`src/rtl/music_pkg.sv`:
```
// music_pkg: constants and types shared by the song playback path
// (song_reader, note_player, frequency_rom and their benches).
//   NOTE_W / DUR_W / STEP_W : note number, duration (beats), phase step widths
//   NOTE_MSB..NOTE_LSB      : note field of the 16-bit note word
//   DUR_MSB..DUR_LSB        : duration field of the 16-bit note word
//   state_t                 : note_player FSM states
package music_pkg;

    localparam int unsigned NOTE_W   = 6;
    localparam int unsigned DUR_W    = 6;
    localparam int unsigned STEP_W   = 20;

    localparam int unsigned NOTE_MSB = 15;
    localparam int unsigned NOTE_LSB = 10;
    localparam int unsigned DUR_MSB  = 9;
    localparam int unsigned DUR_LSB  = 4;

    typedef enum logic [1:0] {
        IDLE    = 2'd0,
        PLAYING = 2'd1,
        DONE    = 2'd2
    } state_t;

endpackage

```
`src/rtl/frequency_rom.sv`:
```
// frequency_rom: combinational note-number to sine-table phase-step lookup.
// step = round(f * 2^20 / 48000), f = 440 * 2^((n-49)/12) Hz, 10.10 fixed
// point. Entry 0 is a rest and yields a step of 0.
//   note : note number (NOTE_W bits)
//   step : phase increment (STEP_W bits, saturating)
module frequency_rom
    import music_pkg::*;
(
    input  logic [NOTE_W-1:0] note,
    output logic [STEP_W-1:0] step
);

    localparam int unsigned STEP_MAX = (1 << STEP_W) - 1;

    localparam int unsigned STEP_TABLE [64] = '{
            0,   601,   636,   674,   714,   757,   802,   850,
          900,   954,  1010,  1070,  1134,  1201,  1273,  1349,
         1429,  1514,  1604,  1699,  1800,  1907,  2021,  2141,
         2268,  2403,  2546,  2697,  2858,  3028,  3208,  3398,
         3600,  3815,  4041,  4282,  4536,  4806,  5092,  5395,
         5715,  6055,  6415,  6797,  7201,  7629,  8083,  8563,
         9072,  9612, 10184, 10789, 11431, 12110, 12830, 13593,
        14402, 15258, 16165, 17127, 18145, 19224, 20367, 21578
    };

    always_comb begin
        if (STEP_TABLE[note] > STEP_MAX) begin
            step = '1;
        end else begin
            step = STEP_W'(STEP_TABLE[note]);
        end
    end

endmodule

```
`src/rtl/note_player.sv`:
```
// note_player: consumer of the song_reader note handshake. Latches a note
// word on new_note, converts the note to a phase step, holds it for the
// note's duration in beats and then pulses note_done for one cycle.
//   clk, reset : system clock, synchronous active-high reset
//   play       : global play enable (0 pauses beats and mutes step_size)
//   in_data    : note word [15:10] note, [9:4] duration, [3:0] ignored
//   new_note   : single-cycle load strobe
//   beat       : single-cycle beat tick
//   note_done  : single-cycle pulse when the note's duration has expired
//   step_size  : phase increment for the sine reader
//   busy       : high while a note is playing
module note_player
    import music_pkg::*;
(
    input  logic              clk,
    input  logic              reset,
    input  logic              play,
    input  logic [15:0]       in_data,
    input  logic              new_note,
    input  logic              beat,
    output logic              note_done,
    output logic [STEP_W-1:0] step_size,
    output logic              busy
);

    state_t              state, state_next;
    logic [NOTE_W-1:0]   note_q;
    logic [DUR_W-1:0]    count_q;
    logic [STEP_W-1:0]   step_q;
    logic [STEP_W-1:0]   rom_step;
    logic [NOTE_W-1:0]   rom_note;
    logic [NOTE_W-1:0]   load_note;
    logic [DUR_W-1:0]    load_dur;
    logic                load;
    logic                beat_ok;
    logic                unused_bits;

    assign load_note   = in_data[NOTE_MSB:NOTE_LSB];
    assign load_dur    = in_data[DUR_MSB:DUR_LSB];
    assign unused_bits = &{1'b0, in_data[3:0]};

    // Loads are refused only while a note is playing.
    assign load    = new_note && (state != PLAYING);
    assign beat_ok = beat && play;

    // The ROM looks up the incoming note on a load and the latched note
    // otherwise, so step_q refreshes every cycle yet only changes on a load.
    assign rom_note = load ? load_note : note_q;

    frequency_rom u_frequency_rom (
        .note (rom_note),
        .step (rom_step)
    );

    always_ff @(posedge clk) begin
        if (reset) begin
            state   <= IDLE;
            note_q  <= '0;
            count_q <= '0;
            step_q  <= '0;
        end else begin
            state  <= state_next;
            step_q <= rom_step;
            if (load) begin
                note_q  <= load_note;
                count_q <= load_dur;
            end else if ((state == PLAYING) && beat_ok) begin
                count_q <= count_q - DUR_W'(1);
            end
        end
    end

    always_comb begin
        state_next = state;
        note_done  = 1'b0;
        case (state)
            IDLE: begin
                if (load) begin
                    state_next = (load_dur == '0) ? DONE : PLAYING;
                end
            end
            PLAYING: begin
                if (beat_ok && (count_q == DUR_W'(1))) begin
                    state_next = DONE;
                end
            end
            DONE: begin
                note_done = 1'b1;
                if (load) begin
                    state_next = (load_dur == '0) ? DONE : PLAYING;
                end else begin
                    state_next = IDLE;
                end
            end
            default: state_next = IDLE;
        endcase
    end

    assign busy      = (state == PLAYING);
    assign step_size = ((state == PLAYING) && play) ? step_q : '0;

endmodule

```
`config.mk`:
```
export PLATFORM = sky130hd
export DESIGN_NAME = note_player
export DESIGN_NICKNAME = d
export VERILOG_FILES = /design/src/rtl/music_pkg.sv /design/src/rtl/frequency_rom.sv /design/src/rtl/note_player.sv
export SDC_FILE = /design/constraint.sdc
export NUM_CORES = 1
export LEC_CHECK = 0
export ABC_CLOCK_PERIOD_IN_PS = 6300
export CORE_MARGIN = 3
export CORE_UTILIZATION = 55
export CTS_CLUSTER_SIZE = 10
export DETAILED_ROUTE_END_ITERATION = 8
export HOLD_SLACK_MARGIN = 0.06
export PLACE_DENSITY = 0.8
export SLEW_MARGIN = 20
export SYNTH_ARGS = -nofsm -noshare
export SYNTH_HDL_FRONTEND = slang
export SYNTH_SLANG_ARGS = --single-unit
```
`constraint.sdc`:
```
create_clock -name clk -period 6.3 [get_ports clk]
set_clock_uncertainty 0.2 [all_clocks]
set_input_delay 1.26 -clock clk [delete_from_list [all_inputs] [get_ports clk]]
set_output_delay 1.26 -clock clk [all_outputs]
set_load 0.02 [all_outputs]
```
== Word-level counts from Yosys, hierarchy flattened ==
Memory sizes are Yosys's and may differ from the RTL's.
Index checks and enable logic that the tools add are counted.

* $add $sub $neg: 1
* Magnitude comparators: 2
* Eq/ne operators: 6
* Mux-type cells: 13
* Bitwise logic cells: 1
* Reduce and logical (&&, ||, !) cells: 9

{| class="wikitable"
|+ Operators with widths
! kind !! count
|-
| 2-to-1 mux 32 bit || 2
|-
| 2-to-1 mux 20 bit || 2
|-
| greater-than comparator 32 x 20 -> 1 bit (second input constant) || 1
|-
| 2-to-1 mux 6 bit || 3
|-
| 2-to-1 mux 2 bit || 4
|-
| >= comparator 7 bit (second input constant) || 1
|-
| NOT 6 -> 7 bit || 1
|-
| == test 6 x 1 -> 1 bit (second input constant) || 1
|-
| logical NOT 6 bit || 1
|-
| case mux 2 bit (3 select lines) || 1
|-
| subtractor 6 x 1 -> 6 bit (second input constant) || 1
|-
| logical AND 1 bit || 5
|-
| inequality test 2 x 1 -> 1 bit (second input constant) || 2
|-
| == test 2 x 1 -> 1 bit (second input constant) || 1
|-
| == test 2 bit (second input constant) || 1
|-
| logical NOT 2 bit || 1
|-
| inequality test 2 bit (second input constant) || 1
|-
| AND reduction 2 bit || 1
|-
| nonzero test 2 bit || 1
|-
| 2-to-1 mux 1 bit || 1
|}

* Flip-flop bits (word level): 34
* Bits in read-only memories: 2,048
* Input bits: 21
* Output and inout port bits: 22
* Logic and storage cells: 37
* Memories kept: 1

{| class="wikitable"
|+ Memory list
! name !! depth !! bits a word !! read ports !! clocked after memory_dff !! wr ports !! RTL line !! text
|-
| (name not given) || 64 || 32 || 1 || 0 || 0 || frequency_rom.sv:27 || <nowiki>if (STEP_TABLE[note] > STEP_MAX) begin</nowiki>
|}

== Depth between registers and ports, before layout ==
Gate-level depths: netlist of the first run.

* Depth in word-level cells: 9
* Mapped depth: 14
* Mapped depth without buffers: 12

== Modules after synthesis ==
A second synthesis of the first run with hierarchy kept.

* Cell total of the unflattened synthesis: 356
* Area total of the unflattened synthesis: 2,877.8 sq um

{| class="wikitable"
|+ By module, submodules not included
! module !! instances !! cells an instance !! area an instance (sq um) !! sequential area each (sq um)
|-
| frequency_rom || 1 || 217 || 1,521.5 || 0.0
|-
| note_player || 1 || 139 || 1,356.3 || 680.7
|}

== Worst setup path before layout of the first run ==
No wires, ideal clock.

* Path kind: input to register
* Start point: in new_note
* End point: reg step_q[10]
* Library setup time: 0.122 ns
* Arrival time: 3.527 ns
* Required time: 5.978 ns
* Path slack: 2.451 ns
* Stages: 12
* Path buffers: 3
* Cells stage by stage: buf_2 -> inv_2 -> buf_2 -> nor3_1 -> a21oi_2 -> ha_1 -> buf_1 -> inv_1 -> or3_1 -> o21ai_0 -> mux2_2 -> a221o_1

* Word-level cells in the longest chain between the ends: 8

{| class="wikitable"
|+ RTL lines
! element !! RTL line !! text
|-
| start: declaration || note_player.sv:19 || <nowiki>input logic new_note,</nowiki>
|-
| logical AND 1 bit * || note_player.sv:43 || <nowiki>assign load = new_note && (state != PLAYING);</nowiki>
|-
| 2-to-1 mux 6 bit * || -- ||
|-
| NOT 6 -> 7 bit (not written as such) * || frequency_rom.sv:27, frequency_rom.sv:30 ||
|-
| memory read (64 x 32 bit) * || -- ||
|-
| 2-to-1 mux 32 bit (not written as such) * (2 in series) || frequency_rom.sv:27 ||
|-
| greater-than comparator 32 x 20 -> 1 bit || frequency_rom.sv:27 ||
|-
| 2-to-1 mux 20 bit * || frequency_rom.sv:27 ||
|-
| end signal: assignment || note_player.sv:63 || <nowiki>step_q <= rom_step;</nowiki>
|-
| end: declaration || note_player.sv:29 || <nowiki>logic [STEP_W-1:0] step_q;</nowiki>
|}

Mark *: on every way between the ends. The rest lies on a longest branch, timed or not. The select of a mux whose other input is x is not followed.
A chain may end at the register's enable or synchronous reset.

== Final worst setup path of the first run ==
* Start point: in new_note
* End point: reg step_q[8]

* Word-level cells in the longest chain between the ends: 8

{| class="wikitable"
|+ RTL lines
! element !! RTL line !! text
|-
| logical AND 1 bit * || note_player.sv:43 ||
|-
| 2-to-1 mux 6 bit * || -- ||
|-
| named net rom_note[0] || note_player.sv:31 || <nowiki>logic [NOTE_W-1:0] rom_note;</nowiki>
|-
| NOT 6 -> 7 bit (not written as such) * || frequency_rom.sv:27, frequency_rom.sv:30 ||
|-
| memory read (64 x 32 bit) * || -- ||
|-
| 2-to-1 mux 32 bit (not written as such) * (2 in series) || frequency_rom.sv:27 ||
|-
| greater-than comparator 32 x 20 -> 1 bit || frequency_rom.sv:27 ||
|-
| 2-to-1 mux 20 bit * || frequency_rom.sv:27 ||
|}

The timed path passes the listed nets; every way through them passes the cells marked *. The select of a mux whose other input is x is not followed.

==> results of run 1 <==
kinds of logic after synthesis:
| family | count (synthesis) |
|---|---|
| flip-flops | 29 |
| AO/OA/AOI/OAI | 163 |
| buffers and inverters | 68 |
| AND/OR/NAND/NOR | 160 |
| multiplexers | 11 |
| adder cells (fa/ha/maj) | 11 |
| other | 1 |
registers in the layout (all words and copies together) (netlist names):
register  count
count_q       6
note_q        6
step_q       15
state         2
metal layers:
metal,up-vias,wire (µm),global-route usage [%]
met5,-,0,0
met3,58,1370,5.92
met4,0,442,14.3
met1,1712,4300,43.8
li1,1682,-,-
met2,329,4560,49.8
path summary, 6_finish.rpt:
| kind | cells after the start | endpoint | slack (ns) |
|---|---|---|---|
| hold / removal | 2 | count_q[5] | 0.28 |
| setup reg to reg | 11 | step_q[8] | 2.31 |
| setup / recovery | 12 | step_q[8] | 1.74 |
| hold reg to reg | 2 | count_q[5] | 0.28 |
critical path, cell delays in order:
cell	delay, ns
clkdlybuf4s50_1	0.45
buf_4	0.25
inv_2	0.21
nor3_1	0.32
a21oi_2	0.05
buf_4	0.21
inv_1	0.11
ha_1	0.62
and3_1	0.32
o31ai_1	0.08
and2_1	0.17
or4_1	0.45
stage by stage:
stage	utilization [%]	area (µm²)	std cells
after floorplan	-	3180	447
after global placement	61.7	3420	514
after detailed placement	61.7	3420	514
after CTS	63.2	3500	522
after global routing	63.2	3500	522
final	63.2	3500	522
area by class of cell:
| type | count | area, µm² | share of cell area [%] |
|---|---|---|---|
| Clock inverter | 2 | 10.0 | 0.286 |
| Sequential cell | 29 | 581 | 16.6 |
| Inverter | 24 | 92.6 | 2.65 |
| Multi-Input combinational cell | 350 | 2280 | 65.1 |
| Timing Repair Buffer | 39 | 375 | 10.7 |
| Clock buffer | 6 | 72.6 | 2.07 |
| Tap cell | 72 | 90.1 | 2.57 |
power by group through the flow:
stage          clock (W)  combinational, W  sequential [W]
5_1_grt         0.000157          0.000330        0.000220
2_1_floorplan          0          0.000226        0.000214
3_5_place_dp           0          0.000293        0.000222
3_3_place_gp           0          0.000292        0.000221
6_report        0.000148          0.000309        0.000218
4_1_cts         0.000149          0.000294        0.000218
cell usage in the layout, fill, tap and decap left out, types with 4 or more instances in the layout:
cell type	netlist	layout
a21oi_1	36	36
nor2_1	33	33
clkdlybuf4s50_1	0	33
dfxtp_1	29	29
nand2_1	24	24
o21ai_0	21	21
inv_1	20	20
and3_1	19	19
nor3_1	18	18
nand3_1	17	17
a211oi_1	11	11
ha_1	11	11
o211ai_1	10	10
a31oi_1	9	9
nor4_1	8	8
mux2i_1	8	8
nor2b_1	7	7
o31ai_1	7	7
o221ai_1	7	7
nand2b_1	6	6
nand4_1	6	6
buf_4	6	6
o22ai_1	5	5
conb_1	1	5
clkbuf_8	0	5
and2_1	4	4
o31a_1	4	4
a22oi_1	4	4
==> results_dict.tcl, run 1 <==
set metrics [dict create \
    cts_hold_buf 0 \
    vias 3781 \
    die-area_um2 6710 \
    synth-edff-count 0 \
    hold_start "count_q[5]" \
    ys_top_cells_by_area "dfxtp_1 (18%), a21oi_1 (5.7%), ha_1 (4.3%)" \
    avgSynthCellArea_um2 7.15 \
    nets 481 \
    cts_resized 0 \
    area_delta_synth_final_pct 10.4 \
    io_buffers 33 \
    postSynthCellCount 443 \
    hold_violations 0 \
    yosysSeqAreaShare_pct 18.3 \
    finalCritPeriodShare_pct 72.4 \
    clk_latency_ns 0.28 \
    maxSlewHeadroom_pct 40.4 \
    first_pass_iters 9 \
    postCtsSetupRepairBufs 0 \
    synth_compound_area_share_pct 36.8 \
    worstPathMaxFanout 17 \
    synthFlopType "dfxtp_1" \
    post-route-min-period_ns 4.56 \
    ant_nets 0 \
    p_leak_nw 1.35 \
    synth_area_um2 3170 \
    pin_count 43 \
    clk_pin_slew_ns 0.07 \
    routed_wl_mm 10.7 \
    post-route-drc-count 1 \
    grt_first_pass_wirelength_mm 16.9 \
    drt_iter0_drc 666 \
    hold_slack_ns 0.282 \
    fp.dieH_um 81.9 \
    tightest_slew_ns 0.895 \
    core_area_um2 5540 \
    setup_slack_ns 1.74 \
    finalPower_w 0.000674 \
    hold_class "reg2reg" \
    final_layout_size_suffix_gt1_share_pct 8.22 \
    track_usage_pct 32.4 \
    synth_top_area_share_pct 18.3 \
    antenna_found_initial 0 \
    num_antenna_cells 0 \
    yosysMostFrequentCell "a21oi_1" \
    synth_top_family_by_area "compound AO/OA/AOI/OAI gates" \
    grt_max_degree 34 \
    dp_hpwl_mm 7.44 \
    outcome "complete, but fails checks" \
    pwr-share-clk_pct 21.9 \
    required_ns 6.26 \
    cts_sinks 29 \
    yosys.area_share.simple_pct 26.6 \
    startpoint "new_note" \
    critPathLaunchType "primary input" \
    viasPerCell 7.24 \
    drv_slew 0 \
    p_per_area_nw_per_um2 193 \
    switching_share_pct 42.3 \
    synth_top_cell_by_area "dfxtp_1" \
    max_freq_mhz 219 \
    combPwrFrac_pct 45.7 \
    arrival_ns 4.52 \
    setup_viol 0 \
    ys_seq_elements 29 \
    die_w_um 81.9 \
    synth_xor_area_share_pct 0 \
    async_flop_share_pct 0 \
    synth_fa_ha_area_share_pct 4.34 \
    rsz0062_at_grt "no" \
    yosysUniqueCellTypes 77 \
    seqPwrFrac_pct 32.3 \
    vdd_ir_drop_max_v 0.0000925 \
    p_sw_w 0.000285 \
    cts_tree "yes" \
    p_int_w 0.000389 \
    violations "design-rule violations" \
    rows 27 \
    cap_violations 0 \
    synth.area.mux_share_pct 3.59 \
    grt_pass1_vias 3303 \
    yosys-top-cells-count "a21oi_1 (36), nor2_1 (33), dfxtp_1 (29), nand2_1 (24), o21ai_0 (21)" \
    setup_tns_ns 0 \
    ys_warn_count 0 \
    start_util_pct 57.2 \
    numCtsBuffers 5 \
    detailedPlace.worstSlack_ns 1.57 \
    htreeDepth 2 \
    grt_overflow_total 0 \
    ctsRootBufferMaster "clkbuf_8" \
    r2r_start "state[1]" \
    clockBufferDepth 2 \
    critPathKind "in2reg" \
    end_kind "flop" \
    gp_congestion 1.02 \
    fill_cells 523 \
    detail_route.wl_per_cell_um 20.4 \
]
No activity file was read; power rests on OpenSTA's default activity.
==> run 2: changes to the inputs <==
--- a/config.mk
+++ b/config.mk
@@ -5,7 +5,7 @@
 export SDC_FILE = /design/constraint.sdc
 export NUM_CORES = 1
 export LEC_CHECK = 0
-export ABC_CLOCK_PERIOD_IN_PS = 6300
+export ABC_CLOCK_PERIOD_IN_PS = 4700
 export CORE_MARGIN = 3
 export CORE_UTILIZATION = 55
 export CTS_CLUSTER_SIZE = 10
==> constraint.sdc (replaced) <==
create_clock -name clk -period 4.7 [get_ports clk]
set_clock_uncertainty 0.2 [all_clocks]
set_input_delay 0.94 -clock clk [delete_from_list [all_inputs] [get_ports clk]]
set_output_delay 0.94 -clock clk [all_outputs]
set_load 0.02 [all_outputs]
==> run 2 against run 1 <==
- the run now ends clean
- via count increased by 1.2%
- sequential share of layout area is 0.35 points lower
- cell area is 2.1% higher
- die area unchanged
- hold slack better by 0.0035 ns
- sequential cell count stayed put
- sequential power rose by 33%
- critical endpoint is now step_q[10]
==> results_dict.tcl, run 2 (synthesized netlist as in run 1, its figures left out) <==
set metrics [dict create \
    hold_class "reg2reg" \
    hold_violations 0 \
    p_sw_w 0.000400 \
    detail_route.wl_per_cell_um 21.9 \
    htreeDepth 2 \
    start_util_pct 57.2 \
    fp.dieH_um 81.9 \
    seqPwrFrac_pct 31.1 \
    path_cells "clkdlybuf4s50_1 -> nand2_1 -> a21oi_2 -> ha_1 -> inv_1 -> or3_1 -> o21ai_0 -> mux2_2 -> a221o_1" \
    maxSlewHeadroom_pct 44.0 \
    grt_overflow_total 0 \
    postCtsSetupRepairBufs 0 \
    nets 491 \
    vias 3825 \
    track_usage_pct 36.0 \
    worstPathMaxFanout 12 \
    core_area_um2 5540 \
    worstHoldPathCells 2 \
    r2r-end "step_q[10]" \
    worstHoldEndpoint "count_q[5]" \
    p_per_area_nw_per_um2 260 \
    cts_sinks 29 \
    ff2ff_setup_slack_ns 1.28 \
    tightest_slew_ns 0.833 \
    rsz0062_at_grt "no" \
    cp_slowest_cell "clkdlybuf4s50_1" \
    critPathLaunchType "primary input" \
    clk_pin_slew_ns 0.07 \
    drt_iter0_drc 612 \
    finalCritPeriodShare_pct 86.4 \
    grt_first_pass_wirelength_mm 18.4 \
    dp_hpwl_mm 8.39 \
    first_pass_iters 6 \
    post-route-drc-count 0 \
    reg_top3 "step_q: 15 flops, count_q: 6 flops, note_q: 6 flops" \
    required_ns 4.68 \
    numCtsBuffers 5 \
    largest_reg_flops 15 \
    p_int_w 0.000530 \
    layout_common_cells "a21oi_1 (36), nor2_1 (33), clkdlybuf4s50_1 (33)" \
    die-area_um2 6710 \
    drv_slew 0 \
    multi_input_area_um2 2280 \
    grt_max_degree 34 \
    gp_congestion 1.05 \
    cts_resized 0 \
    cts_tree "yes" \
    pin_count 43 \
    final_cell_area_um2 3570 \
    cts_hold_buf 0 \
    routed_wl_mm 11.6 \
    num_antenna_cells 0 \
    final_layout_size_suffix_gt1_share_pct 10.2 \
    clockBufferDepth 2 \
    finalPower_w 0.000930 \
    io_buffers 33 \
    end_kind "flop" \
    crit_cells 9 \
    critPathKind "in2reg" \
    combPwrFrac_pct 46.7 \
    cap_violations 0 \
    clk_latency_ns 0.29 \
    setup_tns_ns 0 \
    ctsRootBufferMaster "clkbuf_8" \
    crit_family "compound AO/OA/AOI/OAI gates" \
    post-route-min-period_ns 4.06 \
    path_buf_inv 2 \
    hold_start "count_q[5]" \
    antenna_found_initial 0 \
    outcome "completed" \
    p_leak_nw 1.40 \
    fill_cells 506 \
    critPathMaxStageDelay_ns 0.65 \
    rows 27 \
    max_freq_mhz 246 \
    reg2regPathDepth 9 \
    viasPerCell 7.19 \
    setup_viol 0 \
    register_area_um2 581 \
    vdd_ir_drop_max_v 0.000129 \
    arrival_ns 4.04 \
    pwr-share-clk_pct 22.2 \
    utilization_pct 64.5 \
    die_w_um 81.9 \
    grt_pass1_vias 3409 \
    ant_nets 0 \
    placed_area_um2 3490 \
    switching_share_pct 43.0 \
    top_register "step_q" \
    area_delta_synth_final_pct 12.8 \
    final_common_cell "a21oi_1" \
    r2r_start "state[1]" \
]
run 2: cell types whose count changed in the layout (fill, tap and decap cells not counted):
cell   previous run  this run
buf_4             6        16
run 2: metal layers:
layer | wire, µm | track usage (%) | part of all wire, % | vias to the layer above
met2 | 5080 | 54.4 | 44 | 303
met4 | 473 | 15.3 | 4.1 | 0
met1 | 4650 | 49.6 | 40 | 1772
met3 | 1440 | 6.91 | 12 | 48
met5 | 0 | 0 | 0 | -
li1 | - | - | - | 1702
run 2: area by class of cell:
type	instances	share of cell area, %
clock buffers	6	2.03
clock inverters	2	0.280
inverters	24	2.59
multi-input cells	350	63.7
flip-flops and latches	29	16.2
well taps	72	2.52
repair buffers	49	12.6
run 2: through the flow:
step	hold slack, ns	std cells	worst slack (ns)
floorplan	0.250	447	1.17
global placement	0.265	524	0.451
detailed placement	0.282	524	0.436
CTS	0.292	532	0.721
global route	0.321	532	0.499
finish	0.286	532	0.641
run 2: worst max-delay path by stage:
stage	slack, ns	from	to
2_1_floorplan	1.17	new_note	step_q[10]
3_5_place_dp	0.44	new_note	step_q[10]
3_3_place_gp	0.45	new_note	step_q[10]
6_report	0.64	new_note	step_q[10]
5_1_grt	0.50	new_note	step_q[10]
4_1_cts	0.72	new_note	step_q[10]
run 2: power by group through the flow:
stage / registers, W / logic (W) / clock network (W)
after floorplan: 0.000286 / 0.000303 / 0
after global placement: 0.000293 / 0.000415 / 0
after detailed placement: 0.000294 / 0.000415 / 0
after CTS: 0.000288 / 0.000418 / 0.000205
after global routing: 0.000292 / 0.000464 / 0.000217
final: 0.000289 / 0.000435 / 0.000206
run 2: tightest hold or removal path, stage by stage, from the launching register on:
cell and delay [ns]:
dfxtp_1 0.31, o21ai_0 0.07, a21oi_1 0.06
==> run 3: changes to the inputs <==
--- a/config.mk
+++ b/config.mk
@@ -12,7 +12,7 @@
 export DETAILED_ROUTE_END_ITERATION = 8
 export HOLD_SLACK_MARGIN = 0.06
 export PLACE_DENSITY = 0.8
-export SLEW_MARGIN = 20
+export SLEW_MARGIN = 10
 export SYNTH_ARGS = -nofsm -noshare
 export SYNTH_HDL_FRONTEND = slang
 export SYNTH_SLANG_ARGS = --single-unit
==> results of run 3 <==
The final DEF is identical to that of run 2; final timing and power are the same.
